===== src/rtl/wb_merge.sv =====
// Register-file writeback merger: in-order pipeline writes take priority and
// out-of-order late results wait in a small FIFO.
module wb_merge #(
  parameter int unsigned DEPTH = 4
) (
  input  logic        clk,
  input  logic        rst,
  input  logic        pipe_valid,
  input  logic [4:0]  pipe_addr,
  input  logic [31:0] pipe_data,
  input  logic        late_valid,
  output logic        late_ready,
  input  logic [4:0]  late_addr,
  input  logic [31:0] late_data,
  output logic [4:0]  w_addr,
  output logic [31:0] w_data,
  output logic        WEN,
  input  logic [4:0]  rd_addr1,
  input  logic [4:0]  rd_addr2,
  output logic        pend_hit1,
  output logic        pend_hit2,
  output logic        busy
);

  localparam int unsigned PW = (DEPTH > 1) ? $clog2(DEPTH) : 1;
  localparam int unsigned CW = PW + 1;

  logic [PW-1:0]    wr_ptr, rd_ptr;
  logic [CW-1:0]    count, count_d;
  logic [DEPTH-1:0] live, live_d;
  logic [4:0]       q_addr [DEPTH];
  logic [31:0]      q_data [DEPTH];

  logic pipe_acc, late_enq, not_empty, head_live, deq;

  assign late_ready = !rst && (count < CW'(DEPTH));
  assign pipe_acc   = !rst && pipe_valid && (pipe_addr != 5'd0);
  // x0 transfers still complete the handshake but never enqueue.
  assign late_enq   = late_valid && late_ready && (late_addr != 5'd0);
  assign not_empty  = (count != '0);
  assign head_live  = not_empty && live[rd_ptr];
  // A live head must yield to a pipe write; a killed head can always pop.
  assign deq        = not_empty && (!pipe_acc || !live[rd_ptr]);
  assign busy       = not_empty;
  assign count_d    = count + CW'(late_enq) - CW'(deq);

  // Kill older entries first so a same-cycle enqueue to the same register stays live.
  always_comb begin
    live_d = live;
    for (int i = 0; i < DEPTH; i++) begin
      if (pipe_acc && (q_addr[i] == pipe_addr)) live_d[i] = 1'b0;
    end
    if (deq)      live_d[rd_ptr] = 1'b0;
    if (late_enq) live_d[wr_ptr] = 1'b1;
  end

  always_ff @(posedge clk) begin
    if (rst) begin
      count  <= '0;
      wr_ptr <= '0;
      rd_ptr <= '0;
      live   <= '0;
      WEN    <= 1'b0;
      w_addr <= 5'd0;
      w_data <= 32'd0;
    end else begin
      count <= count_d;
      live  <= live_d;
      if (late_enq) wr_ptr <= wr_ptr + PW'(1);
      if (deq)      rd_ptr <= rd_ptr + PW'(1);
      if (pipe_acc) begin
        WEN    <= 1'b1;
        w_addr <= pipe_addr;
        w_data <= pipe_data;
      end else if (head_live) begin
        WEN    <= 1'b1;
        w_addr <= q_addr[rd_ptr];
        w_data <= q_data[rd_ptr];
      end else begin
        WEN <= 1'b0;
      end
    end
  end

  // Payload storage needs no reset; validity is tracked by the live bits and count.
  always_ff @(posedge clk) begin
    if (late_enq) begin
      q_addr[wr_ptr] <= late_addr;
      q_data[wr_ptr] <= late_data;
    end
  end

  // Pending check covers live queue entries and the write still in the output register.
  always_comb begin
    pend_hit1 = 1'b0;
    pend_hit2 = 1'b0;
    for (int i = 0; i < DEPTH; i++) begin
      if (live[i] && (q_addr[i] == rd_addr1)) pend_hit1 = 1'b1;
      if (live[i] && (q_addr[i] == rd_addr2)) pend_hit2 = 1'b1;
    end
    if (WEN && (w_addr == rd_addr1)) pend_hit1 = 1'b1;
    if (WEN && (w_addr == rd_addr2)) pend_hit2 = 1'b1;
    if (rst || (rd_addr1 == 5'd0)) pend_hit1 = 1'b0;
    if (rst || (rd_addr2 == 5'd0)) pend_hit2 = 1'b0;
  end

endmodule


===== config.mk =====
export PLATFORM = sky130hd
export DESIGN_NAME = wb_merge
export DESIGN_NICKNAME = d
export VERILOG_FILES = /design/src/rtl/wb_merge.sv
export SDC_FILE = /design/constraint.sdc
export NUM_CORES = 1
export LEC_CHECK = 0
export ABC_AREA = 1
export ABC_CLOCK_PERIOD_IN_PS = 3420
export CAP_MARGIN = 10
export CORE_MARGIN = 1
export CORE_UTILIZATION = 45
export CTS_CLUSTER_SIZE = 28
export DETAILED_ROUTE_END_ITERATION = 10
export DONT_BUFFER_PORTS = 1
export GPL_TIMING_DRIVEN = 1
export PLACE_DENSITY_LB_ADDON = 0.1
export SLEW_MARGIN = 5
export SYNTH_ARGS = -nofsm -noshare
export SYNTH_HDL_FRONTEND = slang
export SYNTH_SLANG_ARGS = --single-unit

===== constraint.sdc =====
create_clock -name clk -period 3.42 [get_ports clk]
set_input_delay 0.684 -clock clk [delete_from_list [all_inputs] [get_ports clk]]
set_output_delay 0.684 -clock clk [all_outputs]
set_load 0.03 [all_outputs]

# --- Yosys cells after proc, flatten, opt, wreduce, memory -nomap -nowiden ---
# Memory sizes are Yosys's and may differ from the RTL's. A register that Yosys moved wholly into a read port is not among the register bits.
# Cells that the tools add are included.
classes:
  addsub: 4
  order_cmp: 5
  eq_ne: 14
  mux: 36
  n_bitwise: 3
  reduce_logical: 35
ops:
  columns: ["operator", "count"]
  rows:
  - ["equality test 5 bit", 14]
  - ["2-to-1 mux 32 bit", 2]
  - ["logical AND 1 bit", 23]
  - ["2-to-1 mux 1 bit", 23]
  - ["zero test 5 bit", 2]
  - ["2-to-1 mux 5 bit", 2]
  - ["nonzero test 5 bit", 2]
  - ["2-to-1 mux 2 bit", 4]
  - ["2-to-1 mux 4 bit", 2]
  - ["< comparator 2 x 3 -> 1 bit (second input constant)", 2]
  - ["adder 2 x 1 -> 2 bit (second input constant)", 2]
  - ["bitwise AND 4 bit", 1]
  - ["demux 1 bit (select 2 bit)", 2]
  - [">= comparator 2 x 1 -> 1 bit (second input constant)", 2]
  - ["inverter 4 bit", 1]
  - ["bitwise OR 4 bit", 1]
  - ["adder 3 x 1 -> 3 bit", 1]
  - ["zero test 1 bit", 3]
  - ["logical OR 1 bit", 3]
  - ["< comparator 3 bit (second input constant)", 1]
  - ["nonzero test 3 bit", 1]
  - ["subtractor 3 x 1 -> 3 bit", 1]
  - ["binary-select mux 1 bit (select 2 bit)", 1]
  - ["nonzero test 2 bit", 1]
totals:
  register_bits: 49
  mem_bits_rw: 148
  wordCells: 106
  n_memories: 2
mem_list:
  columns: ["memory", "words", "word_bits", "read_ports", "rd_ports_with_merged_regs", "write_ports", "line", "source"]
  rows:
  - ["q_data", 4, 32, 1, 1, 1, "32", "logic [31:0] q_data [DEPTH];"]
  - ["q_addr", 4, 5, 5, 1, 1, "31", "logic [4:0] q_addr [DEPTH];"]

# --- Depth between registers and ports, before layout ---
depth:
  depth_word: 9
  depth_mapped: 15
  mapped_depth_nobuf: 13

# --- Worst setup path before layout ---
# No wires, ideal clock.
synth_timing:
  path_kind: "input to register"
  start: "in pipe_addr[0]"
  end: "reg count[2]"
  setup_time_ps: 121
  arrival_ps: 2530
  required_time_ps: 3299
  slack_ps: 769
  path_stages: 15
  n_path_buf: 2
  path_cell_list: "buf_2 nor2_1 nand3_1 nand2_1 buf_4 inv_4 nand2_2 nand2_2 xor2_1 ha_1 inv_1 fa_1 xor2_1 o21ai_0 a21oi_1"
synth_via:
  elab_chain_len: 6
synth_rtl:
  columns: ["element", "line", "source"]
  rows:
  - ["start, declared", "9", "input logic [4:0] pipe_addr,"]
  - ["nonzero test 5 bit", "37", "assign pipe_acc = !rst && pipe_valid && (pipe_addr != 5'd0);"]
  - ["logical AND 1 bit", "37", null]
  - ["zero test 1 bit", "43", "assign deq = not_empty && (!pipe_acc || !live[rd_ptr]);"]
  - ["logical OR 1 bit", "43", null]
  - ["logical AND 1 bit", "43", null]
  - ["subtractor 3 x 1 -> 3 bit", "45", "assign count_d = count + CW'(late_enq) - CW'(deq);"]
  - ["end signal, assigned", "67", "count <= count_d;"]
  - ["end, declared", "29", "logic [CW-1:0] count, count_d;"]
# Every way passes these cells.
# A chain may end at the register's enable or synchronous reset.

# --- Final worst setup path ---
layout_timing:
  start: "reg w_addr[0]"
  end: "out pend_hit1"
layout_via:
  elab_chain_len: 4
layout_rtl:
  columns: ["element", "line", "source"]
  rows:
  - ["start, declared", "15", "output logic [4:0] w_addr,"]
  - ["start signal, assigned", "73", "w_addr <= pipe_addr;"]
  - ["start signal, assigned", "77", "w_addr <= q_addr[rd_ptr];"]
  - ["equality test 5 bit", "101", "if (WEN && (w_addr == rd_addr1)) pend_hit1 = 1'b1;"]
  - ["logical AND 1 bit", "101", null]
  - ["2-to-1 mux 1 bit", "101", null]
  - ["2-to-1 mux 1 bit", "103", "if (rst || (rd_addr1 == 5'd0)) pend_hit1 = 1'b0;"]
  - ["end, declared", "20", "output logic pend_hit1,"]
# Every way passes these cells.

==> flow_metrics.tcl <==
set metrics [dict create \
    status "finished clean" \
    crit_chain "inv_1, o21ai_0, a21oi_1, nand3_1, nand3_1, nor2_1, nor2_1, buf_4" \
    cts_max_level 4 \
    root_buffer "clkbuf_16" \
    synth_fa_ha_area_share_pct 1.476 \
    yosysTopAreaCell "edfxtp_1" \
    routed.top_layer "met4" \
    max_freq_ghz 0.3800 \
    hold_path.class "in2reg" \
    die_area_um2 20530 \
    overflow 0 \
    syn_to_final_growth_pct 9.010 \
    viasPerCell 5.361 \
    min_from "rst" \
    wl_per_cell_um 18.72 \
    muxShareOfSynthArea_pct 0 \
    startpoint_type "flip-flop" \
    first_pass_iters 4 \
    drt-initial-drc-count 392 \
    synth_simple_gate_area_share_pct 17.88 \
    die_y_um 143.3 \
    hold_viol 0 \
    synthArstFlopShare_pct 0 \
    ctsLongestPathBuffers 2 \
    start_util_pct 46.01 \
    cpMaxStageDelayCell "dfxtp_1" \
    wl_met2_mm 10.86 \
    regToRegStartpoint "count[2]" \
    io_buffers 0 \
    synthTopCellsByArea "edfxtp_1 49%, dfxtp_1 11%, nand2_1 7.7%, nor2_1 7.7%, o21ai_0 6.2%" \
    worstSetupEndpointType "primary output" \
    reg2reg_depth 9 \
    place_ws_ns 0.8684 \
    wl_met1_mm 9.936 \
    grt_pass1_vias 6308 \
    met3WireLength_mm 1.619 \
    synth.cell_area_um2 8985 \
    rsz0062_at_grt "false" \
    syn_nets 1054 \
    power_density_nw_per_um2 743.5 \
    synth_compound_area_share_pct 12.59 \
    drive_above_1_share_pct 5.864 \
    cpPeakStageDelay_ns 0.64 \
    hold_depth 1 \
    cts_buffers 17 \
    antenna_cells 0 \
    period_needed_ns 2.631 \
    grt_pass1_wl_mm 34.80 \
    hpwl_mm 14.27 \
    syn_avg_cell_area_um2 9.398 \
    fin_tns_setup_ns 0 \
    r2r_setup_slack_ns 0.97 \
    tightest_slew_ns 0.9031 \
    critPathMaxFanout 5 \
    ys_ff_latch 199 \
    clkSinkCount 199 \
    path_clk_slew_ns 0.08 \
    vias 6540 \
    r2r_end "count[2]" \
    fin_area_um2 9794 \
    dieWidth_um 143.3 \
    grt_max_degree 47 \
    fin_hold_ws_ns 0.3206 \
    yosys.area.top_type_share_pct 49.46 \
    ys_warn_count 0 \
    layout_common_cells "185 x nor2_1, 184 x nand2_1, 148 x edfxtp_1, 112 x o21ai_0, 50 x dfxtp_1" \
    track_usage_pct 22.99 \
    post_cts_buffers 0 \
    holdPathEnd "count[1]" \
    period_share_pct 76.94 \
    drv_slew 0 \
    place.gp.congestion 0.8921 \
    ys_types 32 \
    core_um2 19530 \
    drc 0 \
    rows 51 \
    finalNetCount 1040 \
    synth_edf_count 148 \
    setup_violations 0 \
    fin_skew_ns 0.01299 \
    slew_headroom_pct 39.73 \
    setup_ws_ns 0.7886 \
    leakagePower_nw 3.706 \
    ir_drop_mv 0.3983 \
    seq_area_frac_synth_pct 60.83 \
    holdBufCountCts 0 \
    ioPinCount 130 \
    cp_data_required_time_ns 2.74 \
    postCtsResizedCells 0 \
    cp.arrival_ns 1.95 \
    placed_cell_area_um2 9198 \
    antenna_found_initial 0 \
    cts_tree "yes" \
    clk_latency_ns 0.42 \
    worstSetupPathType "reg2out" \
    utilization_pct 50.16 \
    max_cap_viol_count 0 \
    synthFlopType "edfxtp_1" \
    synth_top_family_by_area "simple AND/OR/NAND/NOR gates" \
    ant_nets 0 \
    wirelength_mm 22.84 \
    layout_commonest_cell "nor2_1" \
    synth-xor-area-share_pct 2.047 \
    syn_inst 956 \
]
[cell families after synthesis]
group / Yosys count
buffers and inverters: 105
adder cells (fa/ha/maj): 10
AND/OR/NAND/NOR: 409
flip-flops: 199
AO/OA/AOI/OAI: 212
XOR/XNOR: 21
[through the flow]
stage | total power, W | instances
finish | 0.007282 | 1220
global route | 0.007737 | 1220
CTS | 0.007355 | 1220
detailed placement | 0.005345 | 1188
global placement | 0.005333 | 1188
floorplan | 0.004886 | 956
[state kept, by name, summed over array words and instances, names as in the netlist, named ones only]
| register | flops |
|---|---|
| WEN | 1 |
| count | 3 |
| live | 4 |
| q_addr | 20 |
| q_data | 128 |
| rd_ptr | 2 |
| w_addr | 5 |
| w_data | 32 |
| wr_ptr | 2 |
[cells in the mapped netlist, types with 4 or more instances]
master,count
a21oi_1,32
buf_2,12
buf_4,6
buf_6,4
clkbuf_1,25
dfxtp_1,51
edfxtp_1,148
ha_1,9
inv_1,51
nand2_1,185
nand3_1,22
nor2_1,185
nor3_1,8
o211ai_1,4
o21ai_0,112
o21ai_1,18
o22ai_1,44
xnor2_1,7
xor2_1,14
[report_power, final]
part | internal, W | leakage [nW] | total [W] | switching [W]
registers | 0.00288 | 1.76 | 0.00345 | 0.000569
logic | 0.000579 | 1.65 | 0.00182 | 0.00124
clock network | 0.00110 | 0.290 | 0.00201 | 0.000911
[worst max-delay path, delay by kind of cell, from the launching register on]
kind,cells,cell delay (ns)
buffers and inverters,2,0.27
flip-flops,1,0.64
AND/OR/NAND/NOR,4,0.37
AO/OA/AOI/OAI,2,0.26
[final cells by class]
| type | count | area, µm² |
|---|---|---|
| Timing Repair Buffer | 15 | 125.1 |
| Tap cell | 265 | 331.6 |
| Clock buffer | 17 | 425.4 |
| Fill cell | 1932 | 9732 |
| Clock inverter | 15 | 171.4 |
| Sequential cell | 199 | 5466 |
| Multi-Input combinational cell | 652 | 3057 |
| Inverter | 57 | 217.7 |
[worst max path at each step]
stage                     slack, ns             to  cells after the start          from
after global routing           0.69      pend_hit1                      8     w_addr[0]
final                          0.79      pend_hit1                      8     w_addr[0]
after floorplan                0.77       count[2]                     15  pipe_addr[0]
after detailed placement       0.87       count[2]                     13    pipe_valid
after global placement         0.86  q_data[0][25]                      6           rst
after CTS                      0.80      pend_hit1                      8     w_addr[0]
[metal layers]
layer  up-vias  global-route usage [%]
met2       185                   38.18
met3        27                   5.998
li1       3221                       -
met5         -                       0
met1      3107                   29.38
met4         0                   7.167
Power figures use the tool's default switching activity.
